===== src/rtl/pc_sequencer_pkg.sv =====
// Shared defaults and next-PC select encoding for the fetch-stage program counter.
package pc_sequencer_pkg;

    localparam int ADDR_W_DEF    = 10;
    localparam int OFFSET_W_DEF  = 6;
    localparam int RAS_DEPTH_DEF = 4;
    localparam int RESET_PC_DEF  = 0;

    typedef logic [2:0] pc_sel_t;

    localparam pc_sel_t SEL_INC    = 3'd0;
    localparam pc_sel_t SEL_BRANCH = 3'd1;
    localparam pc_sel_t SEL_JUMP   = 3'd2;
    localparam pc_sel_t SEL_CALL   = 3'd3;
    localparam pc_sel_t SEL_RET    = 3'd4;
    localparam pc_sel_t SEL_HOLD   = 3'd5;

endpackage


===== src/rtl/pc_sequencer_return_stack.sv =====
// Circular return-address stack: a push while full overwrites the oldest entry,
// and a pop while empty leaves the state untouched and reports no valid data.
module pc_sequencer_return_stack #(
    parameter int DATA_W = 10,
    parameter int DEPTH  = 4
) (
    input  logic              Clock,
    input  logic              Reset_n,
    input  logic              push_i,
    input  logic              pop_i,
    input  logic [DATA_W-1:0] pushData_i,
    output logic [DATA_W-1:0] topData_o,
    output logic              popValid_o,
    output logic              empty_o,
    output logic              full_o
);

    localparam int PTR_W = $clog2(DEPTH);
    localparam logic [PTR_W:0] FULL_CNT = (PTR_W + 1)'(DEPTH);

    logic [PTR_W-1:0]  ptr_q, ptr_d, topIdx;
    logic [PTR_W:0]    count_q, count_d;
    logic [DATA_W-1:0] mem_q [DEPTH];

    // ptr_q is the next write slot; once full it also points at the oldest entry.
    assign topIdx     = ptr_q - PTR_W'(1);
    assign empty_o    = (count_q == '0);
    assign full_o     = (count_q == FULL_CNT);
    assign popValid_o = !empty_o;
    assign topData_o  = mem_q[topIdx];

    always_comb begin
        ptr_d   = ptr_q;
        count_d = count_q;
        if (push_i) begin
            ptr_d = ptr_q + PTR_W'(1);
            if (!full_o) begin
                count_d = count_q + (PTR_W + 1)'(1);
            end
        end else if (pop_i && !empty_o) begin
            ptr_d   = topIdx;
            count_d = count_q - (PTR_W + 1)'(1);
        end
    end

    always_ff @(posedge Clock or negedge Reset_n) begin
        if (!Reset_n) begin
            ptr_q   <= '0;
            count_q <= '0;
        end else begin
            ptr_q   <= ptr_d;
            count_q <= count_d;
        end
    end

    always_ff @(posedge Clock or negedge Reset_n) begin
        if (!Reset_n) begin
            for (int i = 0; i < DEPTH; i++) begin
                mem_q[i] <= '0;
            end
        end else if (push_i) begin
            mem_q[ptr_q] <= pushData_i;
        end
    end

endmodule


===== src/rtl/pc_sequencer.sv =====
// Fetch-stage program counter: increment, absolute jump, sign-magnitude branch,
// call/return through a return-address stack, and stall.
module pc_sequencer
    import pc_sequencer_pkg::*;
#(
    parameter int ADDR_W    = ADDR_W_DEF,
    parameter int OFFSET_W  = OFFSET_W_DEF,
    parameter int RAS_DEPTH = RAS_DEPTH_DEF,
    parameter int RESET_PC  = RESET_PC_DEF
) (
    input  logic                Clock,
    input  logic                Reset_n,
    input  logic                iStall,
    input  logic                iJump,
    input  logic                iCall,
    input  logic                iReturn,
    input  logic                iBranchTaken,
    input  logic [ADDR_W-1:0]   iTarget,
    input  logic [OFFSET_W-1:0] iOffset,
    output logic [ADDR_W-1:0]   oIP,
    output logic                oRasEmpty,
    output logic                oRasFull,
    output logic                oRasOverflow,
    output logic                oRasUnderflow
);

    logic [ADDR_W-1:0] ip_q, ip_d;
    logic [ADDR_W-1:0] ipInc, magExt, branchPc, rasTop;
    logic              rasOverflow_q, rasOverflow_d;
    logic              rasUnderflow_q, rasUnderflow_d;
    logic              rasPush, rasPop, rasValid, rasEmpty, rasFull;
    pc_sel_t           sel;

    assign ipInc    = ip_q + ADDR_W'(1);
    assign magExt   = ADDR_W'(iOffset[OFFSET_W-2:0]);
    assign branchPc = iOffset[OFFSET_W-1] ? (ip_q - magExt) : (ip_q + magExt);

    // Only the highest-priority request wins; the rest are ignored this cycle.
    always_comb begin
        if (iStall) begin
            sel = SEL_HOLD;
        end else if (iReturn) begin
            sel = SEL_RET;
        end else if (iCall) begin
            sel = SEL_CALL;
        end else if (iJump) begin
            sel = SEL_JUMP;
        end else if (iBranchTaken) begin
            sel = SEL_BRANCH;
        end else begin
            sel = SEL_INC;
        end
    end

    always_comb begin
        ip_d           = ip_q;
        rasPush        = 1'b0;
        rasPop         = 1'b0;
        rasOverflow_d  = 1'b0;
        rasUnderflow_d = 1'b0;
        case (sel)
            SEL_INC:    ip_d = ipInc;
            SEL_BRANCH: ip_d = branchPc;
            SEL_JUMP:   ip_d = iTarget;
            SEL_CALL: begin
                ip_d          = iTarget;
                rasPush       = 1'b1;
                rasOverflow_d = rasFull;
            end
            SEL_RET: begin
                rasPop = 1'b1;
                if (rasValid) begin
                    ip_d = rasTop;
                end else begin
                    ip_d           = ipInc;
                    rasUnderflow_d = 1'b1;
                end
            end
            default:    ip_d = ip_q;
        endcase
    end

    always_ff @(posedge Clock or negedge Reset_n) begin
        if (!Reset_n) begin
            ip_q           <= ADDR_W'(RESET_PC);
            rasOverflow_q  <= 1'b0;
            rasUnderflow_q <= 1'b0;
        end else begin
            ip_q           <= ip_d;
            rasOverflow_q  <= rasOverflow_d;
            rasUnderflow_q <= rasUnderflow_d;
        end
    end

    pc_sequencer_return_stack #(
        .DATA_W (ADDR_W),
        .DEPTH  (RAS_DEPTH)
    ) u_ras (
        .Clock      (Clock),
        .Reset_n    (Reset_n),
        .push_i     (rasPush),
        .pop_i      (rasPop),
        .pushData_i (ipInc),
        .topData_o  (rasTop),
        .popValid_o (rasValid),
        .empty_o    (rasEmpty),
        .full_o     (rasFull)
    );

    assign oIP           = ip_q;
    assign oRasEmpty     = rasEmpty;
    assign oRasFull      = rasFull;
    assign oRasOverflow  = rasOverflow_q;
    assign oRasUnderflow = rasUnderflow_q;

endmodule


===== config.mk =====
export PLATFORM = sky130hd
export DESIGN_NAME = pc_sequencer
export DESIGN_NICKNAME = d
export VERILOG_FILES = /design/src/rtl/pc_sequencer_pkg.sv /design/src/rtl/pc_sequencer_return_stack.sv /design/src/rtl/pc_sequencer.sv
export SDC_FILE = /design/constraint.sdc
export NUM_CORES = 1
export LEC_CHECK = 0
export ABC_AREA = 1
export CORE_MARGIN = 2
export CORE_UTILIZATION = 25
export DETAILED_ROUTE_END_ITERATION = 7
export GPL_TIMING_DRIVEN = 0
export PLACE_DENSITY = 0.42
export SLEW_MARGIN = 20
export SYNTH_ARGS = -nofsm -noshare
export SYNTH_HDL_FRONTEND = slang
export SYNTH_SLANG_ARGS = --single-unit

===== constraint.sdc =====
create_clock -name Clock -period 2.15 [get_ports Clock]
set_clock_uncertainty 0.1 [all_clocks]
set_input_delay 0.43 -clock Clock [delete_from_list [all_inputs] [get_ports Clock]]
set_output_delay 0.43 -clock Clock [all_outputs]
set_load 0.1 [all_outputs]

Word level (Yosys, flattened, before mapping)
Cells that the tools add are included.
W data, S select, Z words.
Word-level totals
  bits in registers: 57
  output and inout port bits: 14
Cells by class
  add/sub/neg operators: 7
  magnitude comparators: 3
  equal/unequal tests: 6
  muxes and demuxes: 24
  bitwise operators: 2
  reductions and logical operators: 9
Operators by type and width (number)
  $mux W10: 5
  $bwmux W40: 1
  $pmux W10 S4: 1
  $bmux W10 S2: 1
  $demux W10 S2: 1
  $mux W3: 5
  $add A10 B1 Y10 const B: 1
  $add A10 B5 Y10: 1
  $sub A10 B5 Y10: 1
  $mux W2: 4
  $eq A3 B2 Y1 const B: 2
  $eq A3 B3 Y1 const B: 2
  $ge A3 B3 Y1 const B: 2
  $logic_not A3 Y1: 2
  $mux W1: 6
  $not A2 Y3: 2
  $reduce_bool A4 Y1: 1
  $add A3 B1 Y3 const B: 1
  $eq A3 B1 Y1 const B: 1
  $lt A3 B1 Y1 const B: 1
  $sub A3 B1 Y3 const B: 1
  $add A2 B1 Y2 const B: 1
  $logic_and A1 B1 Y1: 2
  $ne A2 B2 Y1 const B: 1
  other kinds (5): 5

Longest topological paths before layout
  depth after elaboration: 10
  depth in mapped cells: 20
  mapped depth without buffers: 20

Modules after synthesis
Synthesis repeated with hierarchy kept, for this count alone.
Unflattened totals
  cells, all modules: 522
  area, all modules: 3722.3 um^2
By module, submodules not included
  pc_sequencer_return_stack: times used 1, cells an instance 245, area an instance 2098.3 um^2, sequential area each 1126.1 um^2
  pc_sequencer: times used 1, cells an instance 277, area an instance 1624.1 um^2, sequential area each 300.3 um^2

Least setup slack after synthesis
Ideal clock, no wire load.
  path kind: register to register
  from: register u_ras.count_q[0]
  to: register u_ras.count_q[2]
  library setup time: 0.118 ns
  data arrival time: 3.268 ns
  required time: 1.932 ns
  setup slack: -1.336 ns
  cell stages (with the launch flop): 8
  buffers on the path: 0
  path through: dfrtp_1 nor3_1 inv_1 nand2_1 nand2_1 nand2_1 xor2_1 inv_1
Between the ends
  elaborated cells on any way between the ends: 12
  those cells by class: 2 x add/sub; 2 x eq/ne; 3 x mux; 5 x reduce/logical
RTL lines
  from (decl): line pc_sequencer_return_stack.sv:22  | logic [PTR_W:0] count_q, count_d;
  from (signal assigned): line pc_sequencer_return_stack.sv:52  | count_q <= count_d;
  $eq A3 B3 Y1: line pc_sequencer_return_stack.sv:28  | assign full_o = (count_q == FULL_CNT);
  via oRasFull: line pc_sequencer.sv:22  | output logic oRasFull,
  $ne A2 B2 Y1 (no source line)
  $reduce_and A2 Y1 (no source line)
The timed path passes the listed nets, and every way through them passes these cells. The select of a mux whose other input is x is not followed.
A chain may end at the register's enable or synchronous reset.

Worst setup path after layout
  from: input port iOffset[1]
  to: register ip_q[7], in the netlist oIP[7]
Between the ends
  cells in the longest elaborated chain, start to end: 3
  elaborated cells on any way between the ends: 4
  those cells by class: 2 x add/sub; 2 x mux
Ends and longest elaborated chain
  from (decl): line pc_sequencer.sv:19  | input logic [OFFSET_W-1:0] iOffset,
  $add A10 B5 Y10 / $sub A10 B5 Y10 (equally long branches): line pc_sequencer.sv:36  | assign branchPc = iOffset[OFFSET_W-1] ? (ip_q - magExt) : (ip_q + magExt);
  $mux W10 (*): line pc_sequencer.sv:36
  $pmux W10 S4 (*): line pc_sequencer.sv:61  | case (sel)
  to (signal assigned): line pc_sequencer.sv:85  | ip_q <= ADDR_W'(RESET_PC);
  to (signal assigned): line pc_sequencer.sv:89  | ip_q <= ip_d;
  to (decl): line pc_sequencer.sv:27  | logic [ADDR_W-1:0] ip_q, ip_d;
Mark *: on every way between the ends. The rest lies on a longest branch, timed or not.

==> flow_summary.ini <==
[synthesis]
synth-async-reset-ratio = 1.00
synth.lib_cells_used.distinct = 36
number_of_enable_flip_flop_cells_after_synthesis = 0
netlist_instances = 511
post_synth.cell_area_avg_sq_um = 7.14
total_standard_cell_area_after_synthesis_sq_mm = 0.00365
synth_seq_area_share = 0.391
synth_top_flop_cell = dfrtp_1
synth_warnings = 0
mappedNetlistNets = 552
synth.ff_latch_count = 57

[timing]
number_of_setup_violations_in_the_final_report = 6
timing.slew.headroom = 0.369
period_share = 1.05
worst_slew_pin_slew_ns = 0.949
achievable-frequency_mhz = 444
timing.final.hold_violations = 0
final.hold.worst_slack_ns = 0.377
finalMaxSlewViolations = 0
fin_ws_ns = -0.104
finalWorstPathRequiredPeriod_ns = 2.25
unrepaired_setup_endpoints_after_global_routing = true

[power_and_ir_drop]
seq_power_share = 0.278
power_share_of_the_clock_group = 0.198
finalPower_mw = 6.97
power.internal_mw = 3.68
p_sw_mw = 3.29
vdd_ir_drop_max_mv = 0.586
comb_power_share = 0.523
leak_nw = 2.35
power.density_mw_per_mm2 = 1430
swShare = 0.472

[layout]
share_of_post_route_cells_with_drive_strength_above_1 = 0.213
area_delta_synth_final_pct = 33.6
fillCellCount = 1593
design.final.nets = 608
n_antenna_cell = 0

[clock_tree]
cts.sinks = 57
clock_path_buffers = 2
clkTransAtPathRegs_ns = 0.05
tritoncts_clock_tree = done
cts_max_level = 3
worst_skew_pair.late_latency_ns = 0.32
root_buffer = clkbuf_16
cts_inserted_buffers = 9

[floorplanning]
dieHeight_um = 125
die-width_um = 125
std_cell_rows = 44
fp.dieArea_sq_mm = 0.0156
num_io_pins = 37
core-area_sq_mm = 0.0144
floorplan.initialDensity = 0.253

[setup_path]
crit_path_end_kind = register
critical_path.startpoint_type = input port
crit_fanout = 4
critPathKind = input port to register
cp_data_required_time_ns = 2.26
worstPathArrival_ns = 2.37

[min_path]
hold_path_class = register to register

[drt]
drt_first_iter_violations = 294
drt_wl_total_mm = 11.8
detail_route.wl_per_cell_um = 15.7
num_vias = 3522
drc_errors = 0
drt-pass1-iter-count = 4
postRouteAntennaNets = 0
post_drt_via_cell_ratio = 4.66

[grt]
grt_first_pass_wirelength_mm = 19.0
pin_count_of_the_biggest_net_entering_global_routing = 36
gr-total-overflow = 0
first_global_vias = 3539
number_of_antenna_violations_at_the_first_check_in_global_routing = 0
grt.total_usage = 0.156

[placed_design]
gp_congestion = 0.807
port_buffers = 36
detailed_place_hpwl_mm = 8.61

[outcome]
run_status = finished, violations left
failed_checks = setup timing

[job]
cap_viol_max_count = 0
critical path, stage by stage:
cell      delay (ns)
buf_12          0.11
inv_12          0.04
ha_4            0.11
inv_2           0.03
nor2_1          0.09
inv_1           0.07
nor2_2          0.08
ha_1            0.24
o21ai_2         0.20
ha_4            0.25
a21oi_4         0.19
nor2_2          0.07
nor2_2          0.12
nand3b_1        0.10
nand3_2         0.08
nand2_1         0.05
nand2_1         0.05
nand2_1         0.05
Yosys cell counts, drive strengths merged (3+ instances only):
library cell | instances | share of area
ha | 16 | 0.055
nand3 | 47 | 0.067
xnor2 | 3 | 0.0093
nand4 | 4 | 0.0069
a22oi | 3 | 0.0062
dfrtp | 57 | 0.39
xor2 | 7 | 0.017
buf | 10 | 0.014
nor3 | 3 | 0.0055
nand3b | 3 | 0.0062
clkbuf | 4 | 0.0045
a21oi | 21 | 0.029
inv | 52 | 0.054
nand2 | 180 | 0.19
o21ai | 51 | 0.071
nor2 | 38 | 0.042
logic make-up after synthesis:
family                     after synthesis  share of synthesized area
and+or+nand+nor                        277                      0.323
DFF                                     57                      0.391
adders and majority gates               18                     0.0658
buffers and inverters                   67                     0.0740
xor gates and xnor gates                10                     0.0260
AOI/OAI and AO/OA                       82                      0.121
worst paths after layout:
path,to,slack (ns),cells after the start,start
max reg2reg,oIP[4]$_DFFE_PN0P_,0,12,oIP[0]$_DFFE_PN0P_
min in group asynchronous,u_ras.mem_q[39]$_DFFE_PN0P_,0.46,2,Reset_n
max,oIP[7]$_DFFE_PN0P_,-0.10,18,iOffset[1]
max in group asynchronous,oIP[0]$_DFFE_PN0P_,0.96,3,Reset_n
min reg2reg,u_ras.mem_q[2]$_DFFE_PN0P_,0.38,2,u_ras.mem_q[2]$_DFFE_PN0P_
min,u_ras.mem_q[2]$_DFFE_PN0P_,0.38,2,u_ras.mem_q[2]$_DFFE_PN0P_
registers in the layout (all words and copies together), names as in the netlist:
name,flops
u_ras.count_q,3
u_ras.mem_q,40
u_ras.ptr_q,2
oIP,10
oRasOverflow,1
oRasUnderflow,1
cells in the final DEF (no fill, tap or decap), types with 3 or more instances in the layout:
| cell | Yosys | layout |
|---|---|---|
| a21oi_1 | 21 | 16 |
| a21oi_2 | 0 | 4 |
| a22oi_1 | 3 | 3 |
| buf_12 | 0 | 3 |
| buf_2 | 9 | 9 |
| buf_4 | 1 | 9 |
| clkbuf_1 | 3 | 3 |
| clkbuf_16 | 0 | 9 |
| clkbuf_2 | 1 | 4 |
| clkbuf_8 | 0 | 5 |
| clkdlybuf4s15_2 | 0 | 6 |
| clkdlybuf4s50_1 | 0 | 15 |
| dfrtp_1 | 57 | 52 |
| dfrtp_2 | 0 | 4 |
| dlygate4sd2_1 | 0 | 5 |
| ha_1 | 16 | 12 |
| ha_4 | 0 | 4 |
| inv_1 | 43 | 38 |
| inv_2 | 8 | 10 |
| inv_4 | 1 | 3 |
| nand2_1 | 173 | 165 |
| nand2_2 | 6 | 12 |
| nand2_4 | 1 | 3 |
| nand3_1 | 45 | 41 |
| nand3_2 | 2 | 5 |
| nand3b_1 | 3 | 3 |
| nand4_1 | 4 | 4 |
| nor2_1 | 35 | 28 |
| nor2_2 | 2 | 9 |
| o21ai_0 | 27 | 26 |
| o21ai_1 | 23 | 23 |
| xor2_1 | 7 | 7 |
per-stage QoR:
step | instance area, sq um | TNS [ns] | util | setup WS [ns] | cells
floorplan | 3750 | -0.604 | - | -0.175 | 511
global placement | 4350 | -101.48 | 0.301 | -1.97 | 731
detailed placement | 4360 | -13.22 | 0.302 | -1.16 | 732
CTS | 4770 | -0.500 | 0.331 | -0.137 | 752
global route | 4880 | -1.38 | 0.338 | -0.249 | 756
finish | 4880 | -0.347 | 0.338 | -0.104 | 756
area by class of cell:
class	instances	area, sq um	area share
inverter	53	231	0.0475
sequential	57	1440	0.294
clock buffer	14	284	0.0582
timing repair buffer	45	432	0.0885
clock inverter	2	10.0	0.00205
buffer	14	101	0.0208
multi-input combinational	387	2150	0.441
tap	184	230	0.0472
routing by layer:
layer,GRT usage,share of wire,vias to the layer above
met5,0,0,-
met4,0.0366,0.0029,0
met3,0.0318,0.034,2
met2,0.263,0.49,63
met1,0.205,0.47,1688
li1,-,-,1769
power groups by stage:
stage	clock [mW]	sequential, mW	combinational, mW
finish	1.38	1.94	3.65
global route	1.48	2.00	4.03
CTS	1.43	1.94	3.50
detailed placement	0	1.95	3.34
global placement	0	1.94	3.31
floorplan	0	2.33	1.98
timing repair:
item,CTS,global route
cloned,0,0
setup endpoints to repair,25,15
hold buffers,1,0
resized for setup,77,31
pin swaps,14,23
endpoints found under the hold margin,22,0
buffers inserted,3,4
No activity file was read; power rests on OpenSTA's default activity.
